File: src/rtl/wb_seq.sv
// Writeback sequencer: registers single/link register-file writes and walks LDM-style
// register lists one load word per cycle.
//
// state | meaning
// IDLE  | accepting requests; single/link/no-write results issued one edge after accept
// MULTI | walking the latched register list, one write per valid load word
module wb_seq #(
    parameter int FULLW  = 32,
    parameter int REGAW  = 4,
    parameter int NREG   = 16,
    parameter int LR_IDX = 14,
    parameter int PC_INC = 4
) (
    input  logic             clk,
    input  logic             rst,
    input  logic             in_valid,
    output logic             in_ready,
    input  logic [1:0]       in_kind,
    input  logic [REGAW-1:0] in_rd,
    input  logic [FULLW-1:0] in_data,
    input  logic [FULLW-1:0] in_pc,
    input  logic [NREG-1:0]  in_reglist,
    input  logic             ld_valid,
    input  logic [FULLW-1:0] ld_data,
    output logic             reg_we,
    output logic [REGAW-1:0] reg_wa,
    output logic [FULLW-1:0] reg_wd,
    output logic             busy,
    output logic             done
);

    typedef enum logic [0:0] {
        IDLE  = 1'b0,
        MULTI = 1'b1
    } state_t;

    localparam logic [1:0] KIND_NOWR   = 2'd0;
    localparam logic [1:0] KIND_SINGLE = 2'd1;
    localparam logic [1:0] KIND_LINK   = 2'd2;

    state_t           state, state_nx;
    logic [NREG-1:0]  rem, rem_nx;
    logic [NREG-1:0]  rem_clr;
    logic [REGAW-1:0] low_idx;
    logic             reg_we_nx;
    logic [REGAW-1:0] reg_wa_nx;
    logic [FULLW-1:0] reg_wd_nx;
    logic             done_nx;

    assign in_ready = (state == IDLE);
    assign busy     = (state == MULTI);

    // Descending scan so the lowest set bit wins.
    always_comb begin
        low_idx = '0;
        for (int i = NREG - 1; i >= 0; i--) begin
            if (rem[i]) begin
                low_idx = REGAW'(i);
            end
        end
    end

    assign rem_clr = rem & (rem - NREG'(1));

    always_comb begin
        state_nx  = state;
        rem_nx    = rem;
        reg_we_nx = 1'b0;
        reg_wa_nx = reg_wa;
        reg_wd_nx = reg_wd;
        done_nx   = 1'b0;
        case (state)
            IDLE: begin
                if (in_valid) begin
                    case (in_kind)
                        KIND_NOWR: begin
                            done_nx = 1'b1;
                        end
                        KIND_SINGLE: begin
                            reg_we_nx = 1'b1;
                            reg_wa_nx = in_rd;
                            reg_wd_nx = in_data;
                            done_nx   = 1'b1;
                        end
                        KIND_LINK: begin
                            reg_we_nx = 1'b1;
                            reg_wa_nx = REGAW'(LR_IDX);
                            reg_wd_nx = in_pc + FULLW'(PC_INC);
                            done_nx   = 1'b1;
                        end
                        default: begin
                            if (in_reglist == '0) begin
                                done_nx = 1'b1;
                            end else begin
                                rem_nx   = in_reglist;
                                state_nx = MULTI;
                            end
                        end
                    endcase
                end
            end
            MULTI: begin
                if (ld_valid) begin
                    reg_we_nx = 1'b1;
                    reg_wa_nx = low_idx;
                    reg_wd_nx = ld_data;
                    rem_nx    = rem_clr;
                    if (rem_clr == '0) begin
                        done_nx  = 1'b1;
                        state_nx = IDLE;
                    end
                end
            end
            default: begin
                state_nx = IDLE;
            end
        endcase
    end

    always_ff @(posedge clk or posedge rst) begin
        if (rst) begin
            state  <= IDLE;
            rem    <= '0;
            reg_we <= 1'b0;
            reg_wa <= '0;
            reg_wd <= '0;
            done   <= 1'b0;
        end else begin
            state  <= state_nx;
            rem    <= rem_nx;
            reg_we <= reg_we_nx;
            reg_wa <= reg_wa_nx;
            reg_wd <= reg_wd_nx;
            done   <= done_nx;
        end
    end

endmodule

File: config.mk
export PLATFORM = sky130hd
export DESIGN_NAME = wb_seq
export DESIGN_NICKNAME = d
export VERILOG_FILES = /design/src/rtl/wb_seq.sv
export SDC_FILE = /design/constraint.sdc
export NUM_CORES = 1
export LEC_CHECK = 0
export ABC_AREA = 1
export BUFFER_PORTS_ARGS = -buffer_cell sky130_fd_sc_hd__buf_2
export CAP_MARGIN = 15
export CORE_MARGIN = 4
export CORE_UTILIZATION = 53
export CTS_CLUSTER_DIAMETER = 40
export DETAILED_ROUTE_END_ITERATION = 16
export PLACE_DENSITY_LB_ADDON = 0.25
export SLEW_MARGIN = 30
export SYNTH_ARGS = -nofsm -noshare
export SYNTH_HDL_FRONTEND = slang
export SYNTH_SLANG_ARGS = --single-unit
export TNS_END_PERCENT = 10
File: constraint.sdc
create_clock -name clk -period 3.3 [get_ports clk]
set_clock_uncertainty 0.05 [all_clocks]
set_input_delay 0.33 -clock clk [delete_from_list [all_inputs] [get_ports clk]]
set_output_delay 0.33 -clock clk [all_outputs]
set_load 0.05 [all_outputs]
==> summary.md <==
| Metric | Value |
|---|---|
| Clock sinks | `55` |
| Syn_area_per_cell | `between 6 and 7 um2` |
| Req. time, crit path | `between 3 and 4 ns` |
| Largest net degree at the start of global routing | `between 50 and 60` |
| Share of layout cells above drive strength 1 | `between 20% and 30%` |
| GR Overflow Total | `0` |
| Filler Cells Inserted | `~700` |
| Worst slew margin | `43.27%` |
| Commonest non-fill, non-tap cell in the layout | `buf_2` |
| Die ar. | `between 8000 and 9000 um2` |
| CORE AREA | `roughly 7000 um2` |
| Syn nets | `698` |
| Final Setup Violations | `0` |
| Fmax achieved | `between 0.4 and 0.5 GHz` |
| Minimum clock period | `between 2 and 2.5 ns` |
| Yosys warnings | `0` |
| Detail Placement HPWL | `10.04 mm` |
| Seq/Total Area, Yosys | `35.03%` |
| Multi-input logic area | `2261 um2` |
| Slowest CP cell | `buf_4` |
| FFs w/ async S/R, synth | `100.0%` |
| Synth cell types | `between 40 and 50` |
| Maximum vdd ir drop | `between 300 and 400 uV` |
| Type of origin of the critical path | `flop` |
| Vias/cell | `between 5 and 6` |
| Crit path to | `reg_wa[0]` |
| Setup_tns | `0 ns` |
| Routed Antenna Nets | `0` |
| CP peak stage delay | `approximately 0.46 ns` |
| DRT iter0 DRCs | `310` |
| Fin crit share | `70.90%` |
| Postcts setup bufs | `0` |
| Hold Fails Final Rpt | `0` |
| Cts hold-fix bufs | `0` |
| GPL Wtd Cong | `~0.94` |
| Reg-to-reg endpoint | `reg_wa[0]` |
| CTS max path bufs | `2` |
| Mapped Area | `a little under 4000 um2` |
| Initial antenna violation count | `1` |
| Die Y | `approximately 94 um` |
| Gate Count Post-Synth | `between 500 and 600` |
| Global-route wire length before repair | `slightly above 20 mm` |
| Min-delay worst type | `input port to asynchronous set/reset pin` |
| Rows | `31` |
| Number of I/O pins | `around 160` |
| Worst r2r src | `busy` |
| Pins Over Slew Limit | `0` |
| Post-synth EDFFs | `0` |
| Commonest non-fill, non-tap cells in the layout | `buf_2, nand2_1, o21ai_0, nor2_1, dfrtp_1` |
| PD cells | `835.1 nW/um2` |
| CTS tree | `built` |
| CTS buffer count | `5` |
| H-tree depth | `2` |
| CP endpoint kind | `flop` |
| Routed len/inst | `15.76 um` |
| Critical path type | `flop to flop` |
| Vias in the first global route | `around 4400` |
| CP most frequent cell | `buf_4` |
| Area Overhead vs Synth | `24.30%` |
| Synth Flop Type | `dfrtp_1` |
| Final Net Count | `843` |
| R2R depth | `7` |
| WP data arrival | `around 2.5 ns` |
| Storage element area | `roughly 1400 um2` |
| Total Routing Usage GR | `about 29%` |
| Clock slew at the register clock pins of the worst setup and hold paths | `around 0.10 ns` |
| Crit-path max FO | `51` |
| DR vias | `~4600` |
| Worst Tran Pin Value | `approximately 0.85 ns` |
| IO buf count | `roughly 160` |
| WL final | `between 10 and 15 mm` |
| Status | `completed` |
| Flop-to-flop setup slack | `between 0.9 and 1 ns` |
| Post-cts sizing count | `0` |
| TritonRoute pass-1 iters | `5` |
| Lkg Pwr | `2.439 nW` |
| Worst setup startpoint | `busy` |
| Worst-path cell chain | `buf_4, nand2_1, nand2_2, clkinv_1, buf_4, a31oi_1, a21oi_1` |
| Maxcap violations | `0` |
| Root buffer cell | `clkbuf_8` |
| Non-Filler Instances | `just over 800` |
| Yosys reg bits | `55` |
| Placed cells | `a little over 800` |
| Starting density of the core | `54.46%` |
| Clock latency on the worst-skew pair | `roughly 0.31 ns` |
| Chip width | `between 90 and 100 um` |
| Remaining DRCs | `0` |
| RSZ-0062 raised after global routing | `false` |
==> Yosys cell counts (2+ instances only) <==
master | number | area [um2]
nand3b_1 | 3 | 22.52
nand2_2 | 2 | 12.51
o21ai_2 | 2 | 17.52
or2_2 | 2 | 12.51
ha_1 | 4 | 50.05
xor2_1 | 9 | 78.83
nor2_1 | 56 | 210.2
clkbuf_1 | 20 | 75.07
nand4_2 | 2 | 25.02
a31oi_1 | 8 | 50.05
nor2_4 | 3 | 33.78
nand2_1 | 142 | 533.0
o21ai_0 | 57 | 285.3
nand4_1 | 9 | 56.30
a21boi_0 | 3 | 22.52
nor2_2 | 4 | 25.02
o21ai_1 | 9 | 45.04
nor3_1 | 17 | 85.08
o211ai_1 | 16 | 120.1
a21o_1 | 2 | 15.01
buf_2 | 8 | 40.04
o22ai_1 | 6 | 37.54
a21oi_1 | 37 | 185.2
nor4_1 | 7 | 43.79
inv_1 | 43 | 161.4
nand3_1 | 24 | 120.1
xnor2_1 | 7 | 61.31
dfrtp_1 | 55 | 1376
==> power breakdown <==
group          internal, mW  switching [mW]
logic                 0.645            1.84
registers             0.991           0.199
clock network         0.173           0.231
==> state kept, by name, summed over array words and instances (netlist names) <==
register / cells
rem: 16
reg_wd: 32
done: 1
reg_wa: 4
reg_we: 1
busy: 1
==> metrics by stage <==
stage          power (mW)  cell area, um2  worst slack, ns  hold slack (ns)  utilization, %
2_1_floorplan       3.039            3929            1.150           0.4229               -
3_3_place_gp        3.627            4785           0.9789           0.4122           66.32
3_5_place_dp        3.669            4785           0.9769           0.4162           66.32
4_1_cts             4.071            4880           0.9811           0.1812           67.64
5_1_grt             4.347            4883           0.8161           0.1190           67.69
6_report            4.078            4883           0.9604          0.04996           67.69
==> cell families (layout without fill, tap and decap cells) <==
logic type,Yosys count,in the layout,share of synthesized area [%]
AND/OR/NAND/NOR,276,276,31.46
AO/OA/AOI/OAI,147,147,21.24
buffers and inverters,74,220,7.420
flip-flops,55,55,35.03
XOR/XNOR,16,16,3.567
adder cells (fa/ha/maj),4,4,1.274
other,0,1,0
==> worst min path at each step <==
stage                  start          to  slack, ns
2_1_floorplan  in_reglist[0]      rem[0]       0.42
3_3_place_gp      reg_wd[15]  reg_wd[15]       0.41
3_5_place_dp       reg_wd[5]   reg_wd[5]       0.42
4_1_cts                  rst   reg_wd[0]       0.18
5_1_grt                  rst   reg_wd[0]       0.12
6_report                 rst   reg_wd[1]       0.05
==> worst max-delay path, delay by kind of cell (launching register included) <==
kind | cells | cell delay, ns
DFF | 1 | 0.37
and+or+nand+nor | 2 | 0.38
AOI/OAI and AO/OA | 2 | 0.25
buffers and inverters | 3 | 1.18
==> routing by layer <==
metal / routed length [um] / global-route usage [%] / up-vias
met1: 5557 / 39.41 / 2106
met4: 331 / 9.025 / 0
met3: 1020 / 5.369 / 30
li1: - / - / 2220
met5: 0 / 0 / -
met2: 5984 / 46.42 / 202
==> layout make-up <==
type                    count  share of cell area [%]
diodes                      1                 0.05124
repair buffers            168                   17.58
clock buffers               7                   1.768
clock inverters             1                  0.1793
flip-flops and latches     55                   28.18
multi-input cells         443                   46.30
inverters                  44                   3.408
well taps                  99                   2.537
(Power assumes the default switching activity.)
